File: config.mk
export PLATFORM = sky130hd
export DESIGN_NAME = traffic_light_nphase_flat
export DESIGN_NICKNAME = d
export VERILOG_FILES = /design/src/rtl/traffic_light_nphase_pkg.sv /design/src/rtl/traffic_light_nphase_if.sv /design/src/rtl/traffic_light_nphase_sync_2ff.sv /design/src/rtl/traffic_light_nphase.sv /design/src/flat_wrapper.sv
export SDC_FILE = /design/constraint.sdc
export NUM_CORES = 1
export LEC_CHECK = 0
export ABC_AREA = 1
export ABC_CLOCK_PERIOD_IN_PS = 2050
export BUFFER_PORTS_ARGS = -buffer_cell sky130_fd_sc_hd__buf_2
export CORE_ASPECT_RATIO = 1.25
export CORE_UTILIZATION = 40
export CTS_CLUSTER_DIAMETER = 40
export DETAILED_ROUTE_END_ITERATION = 6
export PLACE_DENSITY = 0.63
export SYNTH_ARGS = -nofsm -noshare
export SYNTH_HDL_FRONTEND = slang
export SYNTH_SLANG_ARGS = --single-unit
File: constraint.sdc
create_clock -name clk -period 2.05 [get_ports clk]
set_input_delay 0.41 -clock clk [delete_from_list [all_inputs] [get_ports clk]]
set_output_delay 0.41 -clock clk [all_outputs]
set_load 0.02 [all_outputs]
File: src/rtl/traffic_light_nphase_pkg.sv
// Shared types and default timing for the N-phase traffic light controller.
package traffic_light_pkg;

    typedef enum logic [1:0] {
        ST_GREEN   = 2'd0,
        ST_YELLOW  = 2'd1,
        ST_ALL_RED = 2'd2,
        ST_FLASH   = 2'd3
    } tl_state_e;

    localparam int unsigned DEF_NUM_PHASES        = 2;
    localparam int unsigned DEF_GREEN_CYCLES      = 30;
    localparam int unsigned DEF_YELLOW_CYCLES     = 5;
    localparam int unsigned DEF_RED_RED_CYCLES    = 2;
    localparam int unsigned DEF_FLASH_HALF_CYCLES = 5;
    localparam int unsigned DEF_WALK_CYCLES       = 10;

    // Largest of four durations; sizes the shared down-counter.
    function automatic int unsigned max4(input int unsigned a, input int unsigned b,
                                         input int unsigned c, input int unsigned d);
        int unsigned m;
        m = a;
        if (b > m) m = b;
        if (c > m) m = c;
        if (d > m) m = d;
        return m;
    endfunction

endpackage

File: src/rtl/traffic_light_nphase_if.sv
// Lamp/request bundle between the controller (slave) and its environment (master).
interface traffic_light_nphase_if #(
    parameter int unsigned NUM_PHASES = 2
);
    localparam int unsigned PW = $clog2(NUM_PHASES);

    logic                  mode_switch;
    logic [NUM_PHASES-1:0] ped_req;
    logic [NUM_PHASES-1:0] red;
    logic [NUM_PHASES-1:0] yellow;
    logic [NUM_PHASES-1:0] green;
    logic [NUM_PHASES-1:0] walk;
    logic [PW-1:0]         phase;

    modport master (
        output mode_switch, ped_req,
        input  red, yellow, green, walk, phase
    );

    modport slave (
        input  mode_switch, ped_req,
        output red, yellow, green, walk, phase
    );

endinterface

File: src/rtl/traffic_light_nphase_sync_2ff.sv
// Two-flop synchroniser with asynchronous active-high reset to a chosen value.
module sync_2ff #(
    parameter logic RESET_VAL = 1'b0
) (
    input  logic clk,
    input  logic rst,
    input  logic i_d,
    output logic o_q
);

    logic r_meta;
    logic r_sync;

    // Two-stage capture of the asynchronous input.
    always_ff @(posedge clk or posedge rst) begin
        if (rst) begin
            r_meta <= RESET_VAL;
            r_sync <= RESET_VAL;
        end else begin
            r_meta <= i_d;
            r_sync <= r_meta;
        end
    end

    assign o_q = r_sync;

endmodule

File: src/rtl/traffic_light_nphase.sv
// N-phase traffic light controller: Moore FSM with a shared down-counter,
// sticky pedestrian requests and a flash mode selected by mode_switch.
module traffic_light_nphase
    import traffic_light_pkg::*;
#(
    parameter int unsigned NUM_PHASES        = DEF_NUM_PHASES,
    parameter int unsigned GREEN_CYCLES      = DEF_GREEN_CYCLES,
    parameter int unsigned YELLOW_CYCLES     = DEF_YELLOW_CYCLES,
    parameter int unsigned RED_RED_CYCLES    = DEF_RED_RED_CYCLES,
    parameter int unsigned FLASH_HALF_CYCLES = DEF_FLASH_HALF_CYCLES,
    parameter int unsigned WALK_CYCLES       = DEF_WALK_CYCLES
) (
    input  logic                   clk,
    input  logic                   rst,
    traffic_light_nphase_if.slave  bus
);

    localparam int unsigned PW      = $clog2(NUM_PHASES);
    localparam int unsigned MAX_DUR = max4(GREEN_CYCLES, YELLOW_CYCLES,
                                           RED_RED_CYCLES, FLASH_HALF_CYCLES);
    localparam int unsigned CW      = $clog2(MAX_DUR) + 1;

    if (NUM_PHASES < 2 || NUM_PHASES > 8) begin : g_bad_phases
        $error("NUM_PHASES must be 2..8");
    end
    if (GREEN_CYCLES < 1 || YELLOW_CYCLES < 1 || RED_RED_CYCLES < 1 ||
        FLASH_HALF_CYCLES < 1) begin : g_bad_durations
        $error("all duration parameters must be >= 1");
    end
    if (WALK_CYCLES < 1 || WALK_CYCLES > GREEN_CYCLES) begin : g_bad_walk
        $error("WALK_CYCLES must be 1..GREEN_CYCLES");
    end

    tl_state_e             r_state, w_state_nxt;
    logic [CW-1:0]         r_cnt, w_cnt_nxt;
    logic [PW-1:0]         r_phase, w_phase_nxt;
    logic [NUM_PHASES-1:0] r_pending, w_pending_nxt;
    logic                  r_walk_en, w_walk_en_nxt;
    logic                  r_flash_on, w_flash_on_nxt;

    logic                  w_mode_sync;
    logic [NUM_PHASES-1:0] w_req;
    logic [NUM_PHASES-1:0] w_clr;
    logic                  w_last;
    logic                  w_enter_green;
    logic [PW-1:0]         w_green_phase;
    logic [PW-1:0]         w_phase_inc;

    logic [NUM_PHASES-1:0] w_red, w_yellow, w_green, w_walk;

    sync_2ff #(.RESET_VAL(1'b1)) u_mode_sync (
        .clk (clk),
        .rst (rst),
        .i_d (bus.mode_switch),
        .o_q (w_mode_sync)
    );

    assign w_req       = r_pending | bus.ped_req;
    assign w_last      = (r_cnt == CW'(1));
    assign w_phase_inc = (r_phase == PW'(NUM_PHASES - 1)) ? '0 : r_phase + 1'b1;

    // State, counter, phase and pedestrian registers.
    always_ff @(posedge clk or posedge rst) begin
        if (rst) begin
            r_state    <= ST_GREEN;
            r_cnt      <= CW'(GREEN_CYCLES);
            r_phase    <= '0;
            r_pending  <= '0;
            r_walk_en  <= 1'b0;
            r_flash_on <= 1'b0;
        end else begin
            r_state    <= w_state_nxt;
            r_cnt      <= w_cnt_nxt;
            r_phase    <= w_phase_nxt;
            r_pending  <= w_pending_nxt;
            r_walk_en  <= w_walk_en_nxt;
            r_flash_on <= w_flash_on_nxt;
        end
    end

    // Next-state logic; the counter is reloaded on every state entry and
    // fires the transition on its last count (value 1).
    always_comb begin
        w_state_nxt    = r_state;
        w_cnt_nxt      = r_cnt - 1'b1;
        w_phase_nxt    = r_phase;
        w_walk_en_nxt  = r_walk_en;
        w_flash_on_nxt = r_flash_on;
        w_enter_green  = 1'b0;
        w_green_phase  = w_phase_inc;
        w_clr          = '0;

        if (!w_mode_sync) begin
            if (r_state != ST_FLASH) begin
                w_state_nxt    = ST_FLASH;
                w_cnt_nxt      = CW'(FLASH_HALF_CYCLES);
                w_flash_on_nxt = 1'b1;
                w_walk_en_nxt  = 1'b0;
            end else if (w_last) begin
                w_cnt_nxt      = CW'(FLASH_HALF_CYCLES);
                w_flash_on_nxt = ~r_flash_on;
            end
        end else begin
            case (r_state)
                ST_GREEN: begin
                    if (w_last) begin
                        w_state_nxt   = ST_YELLOW;
                        w_cnt_nxt     = CW'(YELLOW_CYCLES);
                        w_walk_en_nxt = 1'b0;
                    end
                end
                ST_YELLOW: begin
                    if (w_last) begin
                        w_state_nxt = ST_ALL_RED;
                        w_cnt_nxt   = CW'(RED_RED_CYCLES);
                    end
                end
                ST_ALL_RED: begin
                    if (w_last) w_enter_green = 1'b1;
                end
                ST_FLASH: begin
                    w_enter_green = 1'b1;
                    w_green_phase = '0;
                end
                default: ;
            endcase
        end

        // A request seen on the entry edge is served in this green and consumed.
        if (w_enter_green) begin
            w_state_nxt          = ST_GREEN;
            w_cnt_nxt            = CW'(GREEN_CYCLES);
            w_phase_nxt          = w_green_phase;
            w_walk_en_nxt        = w_req[w_green_phase];
            w_clr[w_green_phase] = 1'b1;
        end

        w_pending_nxt = w_req & ~w_clr;
    end

    // Lamp decode from registered state only.
    always_comb begin
        w_red    = '0;
        w_yellow = '0;
        w_green  = '0;
        w_walk   = '0;
        case (r_state)
            ST_GREEN: begin
                w_red          = '1;
                w_red[r_phase] = 1'b0;
                w_green[r_phase] = 1'b1;
                if (r_walk_en && (r_cnt > CW'(GREEN_CYCLES - WALK_CYCLES)))
                    w_walk[r_phase] = 1'b1;
            end
            ST_YELLOW: begin
                w_red             = '1;
                w_red[r_phase]    = 1'b0;
                w_yellow[r_phase] = 1'b1;
            end
            ST_ALL_RED: w_red    = '1;
            ST_FLASH:   w_yellow = {NUM_PHASES{r_flash_on}};
            default: ;
        endcase
    end

    assign bus.red    = w_red;
    assign bus.yellow = w_yellow;
    assign bus.green  = w_green;
    assign bus.walk   = w_walk;
    assign bus.phase  = r_phase;

endmodule

File: src/flat_wrapper.sv
// flat-port wrapper written by rule: the top's interface ports become plain ports
module traffic_light_nphase_flat import traffic_light_pkg::*;
#(
    parameter int unsigned NUM_PHASES        = DEF_NUM_PHASES,
    parameter int unsigned GREEN_CYCLES      = DEF_GREEN_CYCLES,
    parameter int unsigned YELLOW_CYCLES     = DEF_YELLOW_CYCLES,
    parameter int unsigned RED_RED_CYCLES    = DEF_RED_RED_CYCLES,
    parameter int unsigned FLASH_HALF_CYCLES = DEF_FLASH_HALF_CYCLES,
    parameter int unsigned WALK_CYCLES       = DEF_WALK_CYCLES
)
  (clk, rst, bus_mode_switch, bus_ped_req, bus_red, bus_yellow, bus_green, bus_walk, bus_phase);
  traffic_light_nphase_if #(.NUM_PHASES(NUM_PHASES)) bus_i ();
  input  logic clk;
  input  logic rst;
  input wire logic [$bits(bus_i.mode_switch)-1:0] bus_mode_switch;
  input wire logic [$bits(bus_i.ped_req)-1:0] bus_ped_req;
  output wire logic [$bits(bus_i.red)-1:0] bus_red;
  output wire logic [$bits(bus_i.yellow)-1:0] bus_yellow;
  output wire logic [$bits(bus_i.green)-1:0] bus_green;
  output wire logic [$bits(bus_i.walk)-1:0] bus_walk;
  output wire logic [$bits(bus_i.phase)-1:0] bus_phase;
  assign bus_i.mode_switch = bus_mode_switch;
  assign bus_i.ped_req = bus_ped_req;
  assign bus_red = bus_i.red;
  assign bus_yellow = bus_i.yellow;
  assign bus_green = bus_i.green;
  assign bus_walk = bus_i.walk;
  assign bus_phase = bus_i.phase;
  traffic_light_nphase #(.NUM_PHASES(NUM_PHASES), .GREEN_CYCLES(GREEN_CYCLES), .YELLOW_CYCLES(YELLOW_CYCLES), .RED_RED_CYCLES(RED_RED_CYCLES), .FLASH_HALF_CYCLES(FLASH_HALF_CYCLES), .WALK_CYCLES(WALK_CYCLES)) u_core (.clk(clk), .rst(rst), .bus(bus_i));
endmodule
; After elaboration in Yosys (flattened, before gate mapping)
; Index checks and enable logic that the tools add are counted.
[word_totals]
out_inout_bits = 9
input_bits = 5
reg_bits = 15
elab_cells = 78
[op_classes]
eq_ne = 10
bitwise = 6
n_addsub = 2
muxes = 37
order_cmp = 5
reduce_logical = 10
[ops]
columns = cell, count
row1 = $mux W6, 5
row2 = $mux W2, 9
row3 = $mux W1, 16
row4 = $pmux W2 S2, 3
row5 = $pmux W6 S2, 1
row6 = $ne A4 B2 Y1 const B, 2
row7 = $eq A6 B1 Y1 const B, 1
row8 = $gt A6 B5 Y1 const B, 1
row9 = $ne A3 B1 Y1 const B, 2
row10 = $sub A6 B1 Y6 const B, 1
row11 = $eq A2 B2 Y1 const B, 2
row12 = $lt A1 B2 Y1 const B, 2
row13 = $ne A4 B1 Y1 const B, 1
row14 = $not A2 Y2, 2
row15 = $reduce_and A4 Y1, 1
row16 = $logic_and A1 B1 Y1, 3
row17 = $reduce_and A3 Y1, 1
row18 = $reduce_bool A3 Y1, 1
row19 = $and A2 B2 Y2, 1
row20 = $demux W1 S1, 2
row21 = $eq A2 B1 Y1 const B, 1
row22 = $ge A1 B1 Y1 const B, 2
row23 = $logic_not A2 Y1, 1
row24 = $ne A2 B2 Y1 const B, 1
row25 = 7 further kinds, 8

; Logic depth before layout (Yosys ltp)
[logic_depth]
ltp_word = 11
depth_mapped = 8

; By module
; A second synthesis with hierarchy kept.
[unflattened]
hier_cells = 118
hier_area_um2 = 910.9
[by_module_without_submodules]
columns = mod, cells_per_inst, area_each_um2, instances, seq_area_each_um2
row1 = traffic_light_nphase, 115, 854.6, 1, 330.3
row2 = sync_2ff, 3, 56.3, 1, 52.6

; Worst setup path before layout
; Ideal clock, no wire load.
[synth_timing]
kind = register to output
from = register u_core.r_cnt[1]
to = output port bus_walk[0]
path_buffers = 0
slack_ns = 0.226
t_required_ns = 1.640
path_stages_with_launch = 6
arrival_time_ns = 1.414
cell_sequence = dfstp_2 -> inv_1 -> ha_1 -> a21oi_1 -> o21ai_0 -> nor3_1
[synth_between]
elab_chain_cells = 4
[synth_lines]
columns = element, line
row1 = from (decl), traffic_light_nphase.sv:35  ; logic [CW-1:0] r_cnt, w_cnt_nxt;
row2 = from (signal assigned), traffic_light_nphase.sv:66  ; r_cnt <= CW'(GREEN_CYCLES);
row3 = from (signal assigned), traffic_light_nphase.sv:73  ; r_cnt <= w_cnt_nxt;
row4 = $gt A6 B5 Y1, traffic_light_nphase.sv:152  ; if (r_walk_en && (r_cnt > CW'(GREEN_CYCLES - WALK_CYCLES)))
row5 = $logic_and A1 B1 Y1, traffic_light_nphase.sv:152
row6 = $mux W2, traffic_light_nphase.sv:152
row7 = $mux W2, traffic_light_nphase.sv:147  ; case (r_state)
row8 = to (decl), flat_wrapper.sv:20  ; output wire logic [$bits(bus_i.walk)-1:0] bus_walk;
; No other way between the ends.

; Worst setup path in the final report
; Ends and elaborated chain as after synthesis.

==> qor.csv <==
stage,metric,value,unit
sta,rsz0062_at_grt,yes,
drt,drt_first_pass_iters,4,
drt,wl_per_cell,10.7,um
worst_setup_path,cp-start-kind,flop,
cells_and_area,syn_to_final_growth,18.3,%
clocking,cts_hold_buf,0,
outcome,status,"finished, final reports clean",
worst_setup_path,critPathMaxStageDelay,0.54,ns
floorplan,die-area,2430,sq um
sta,max_freq,498,MHz
placed_design,placed_cell_area,996,sq um
clocking,clock-sinks,15,
yosys,synth.distinct_cells,24,
worst_setup_path,r2r-start,u_core.r_cnt[1],
drt,top_layer_used,met4,
sta,worst_pin_slew,0.576,ns
power,vdd_drop_max,0.000591,V
drt,via_count,752,
global_routing,grt_remaining_overflow,0,
worst_setup_path,cp.arrival,1.60,ns
hold_path,hold_path_class,in -> async,
cells_and_area,num-fill-cells,207,
yosys,synth.most_common_cell,nand2_1,
yosys,synth_area_leaders,"dfrtp_1, dfstp_2, nand2_1, inv_1, nor2_1",
clocking,cts_buffer_depth,2,
clocking,cts-root-buf,clkbuf_4,
yosys,syn-num-nets,121,
worst_setup_path,path_cells,inv_2 -> ha_4 -> a21oi_2 -> o21ai_2 -> nor3_1 -> buf_2,
sta,fin_skew,0.00440,ns
sta,max-slew-margin-rel,0.616,
sta,setup-violations-final,0,
worst_setup_path,crit_path_end_kind,output port,
drt,drc,0,
sta,period_minus_slack,2.01,ns
yosys,synthTopCellsByCount,"nand2_1, inv_1, nor2_1",
drt,antenna_left,0,
worst_setup_path,setup.worst_path.start,u_core.r_cnt[1],
floorplan,start_util,0.436,
yosys,synth_top_area_frac,0.252,
sta,hold_viol,0,
worst_setup_path,reg2reg_slack,0.57,ns
floorplan,io-pin-count,14,
clocking,clock_latency,0.28,ns
drt,vias_per_cell,4.64,
yosys,ys_seq_area_frac,0.429,
clocking,cts.reportedPaths.clkPinSlew,0.08,ns
drt,drt_iter0_drc,15,
worst_setup_path,path_max_fanout,3,
drt,dr_wl_met3,53,um
cells_and_area,final_cell_area,1060,sq um
power,p_per_area,1200,nW/um^2
floorplan,coreArea,2050,sq um
global_routing,grt_pass1_wl,2.85,mm
yosys,synth_edf_count,0,
placed_design,place_congestion,0.807,
power,power_leakage,0.541,nW
worst_setup_path,worst_r2r_path_depth,8,
run,cap_violations,0,
global_routing,antenna_found_initial,0,
placed_design,dp_hpwl,1.32,mm
drt,m1WireLength,780,um
worst_setup_path,cpMaxStageDelayCell,dfstp_2,
clocking,cts_tree,done,
sta,slew_viol_final,0,
cells_and_area,final_core_util,0.516,
clocking,numCtsBuffers,3,
floorplan,die_h,54.8,um
yosys,synth_top_cell_by_area,dfrtp_1,
worst_setup_path,timing.rr.end,u_core.r_cnt[0],
floorplan,num_rows,18,
worst_setup_path,crit_path_end,bus_walk[0],
yosys,synth.avg_cell_area,7.91,sq um
worst_setup_path,critical_path_required,1.64,ns
yosys,netlist_area,893,sq um
yosys,yosys_most_used_dff,dfrtp_1,
global_routing,grt_max_degree,16,
sta,min_period_over_period,0.980,
global_routing,grt_use_total,0.167,
worst_setup_path,crit_type,reg -> out,
floorplan,die_w,44.3,um
placed_design,io_buffer_count,13,
yosys,postSynthCellCount,113,
cells_and_area,drive_above_1_share,0.311,
drt,wl_met2,861,um
yosys,ys_seq_elements,15,
global_routing,grt_pass1_vias,725,
cells_and_area,diodes,0,
yosys,ys_async_sr_fraction,1.00,
clocking,htreeDepth,1,
yosys,yosys_warnings,0,
cells_and_area,final_nets,141,
drt,wirelength,1.74,mm
[per-stage QoR]
| stage | cells | power [W] | setup TNS [ns] | hold WS, ns | setup slack [ns] |
|---|---|---|---|---|---|
| final | 162 | 0.00127 | 0 | 0.173 | 0.0414 |
| after floorplan | 113 | 0.000902 | 0 | 0.307 | 0.226 |
| after global placement | 156 | 0.00102 | 0 | 0.347 | 0.325 |
| after CTS | 160 | 0.00120 | 0 | 0.188 | 0.0120 |
| after detailed placement | 156 | 0.00103 | 0 | 0.349 | 0.303 |
| after global routing | 162 | 0.00138 | -0.0893 | 0.207 | -0.0692 |
[flip-flops by register name, indices dropped and copies added, names as in the netlist]
name                       flops
u_core.bus.phase               1
u_core.r_flash_on              1
u_core.u_mode_sync.r_meta      1
u_core.u_mode_sync.o_q         1
u_core.r_walk_en               1
u_core.r_pending               2
u_core.r_state                 2
u_core.r_cnt                   6
[layout by cell type, fill, tap and decap left out, drive strengths merged]
| cell type | n |
|---|---|
| nand2 | 28 |
| inv | 21 |
| buf | 15 |
| nor2 | 14 |
| dfrtp | 9 |
| nand3 | 9 |
| o21ai | 7 |
| dfstp | 6 |
| a21oi | 6 |
| clkbuf | 4 |
| nor3 | 3 |
| ha | 3 |
| xor2 | 2 |
| o21bai | 1 |
| a21boi | 1 |
| xnor2 | 1 |
| nor3b | 1 |
| nand4 | 1 |
[what timing repair did]
item / CTS / global route
pin swaps: 0 / 3
endpoints found under the setup margin: 2 / 2
gates resized for setup: 1 / 5
setup buffers: 0 / 2
[report_power, final]
part           switching, W  internal (W)
Combinational      0.000372      0.000232
Clock             0.0000873     0.0000755
Sequential        0.0000860      0.000413
[critical path: cells and delay by family (launching register included)]
family,cells,cell delay (ns)
AO/OA/AOI/OAI,2,0.22
adder cells (fa/ha/maj),1,0.15
buffers and inverters,2,0.24
AND/OR/NAND/NOR,1,0.16
flip-flops,1,0.54
[cell families (layout without fill, tap and decap cells)]
| kind of cell | Yosys count | after routing | synth area share |
|---|---|---|---|
| AOI/OAI and AO/OA | 15 | 15 | 0.0938 |
| and+or+nand+nor | 56 | 56 | 0.318 |
| xor gates and xnor gates | 3 | 3 | 0.0294 |
| buffers and inverters | 21 | 40 | 0.0882 |
| DFF | 15 | 15 | 0.429 |
| adders and majority gates | 3 | 3 | 0.0420 |
[final cells by class]
| type | instances | area (sq um) | share of cell area |
|---|---|---|---|
| flip-flops and latches | 15 | 383 | 0.362 |
| repair buffers | 15 | 80.1 | 0.0757 |
| well taps | 30 | 37.5 | 0.0355 |
| inverters | 21 | 78.8 | 0.0746 |
| clock buffers | 4 | 26.3 | 0.0249 |
| multi-input cells | 77 | 452 | 0.427 |
[how the worst min path moves through the flow]
stage / startpoint / to / slack, ns
4_1_cts: rst / u_core.bus.phase / 0.19
3_5_place_dp: u_core.u_mode_sync.r_meta / u_core.u_mode_sync.o_q / 0.35
5_1_grt: bus_mode_switch / u_core.u_mode_sync.r_meta / 0.21
2_1_floorplan: rst / u_core.bus.phase / 0.31
6_report: rst / u_core.r_pending[1] / 0.17
3_3_place_gp: u_core.u_mode_sync.r_meta / u_core.u_mode_sync.o_q / 0.35
[routing by layer]
layer  track usage  vias up
met3        0.0297        5
li1              -      395
met4         0.106        0
met1         0.181      337
met5             0        -
met2         0.299       15
No activity file was read; power rests on OpenSTA's default activity.
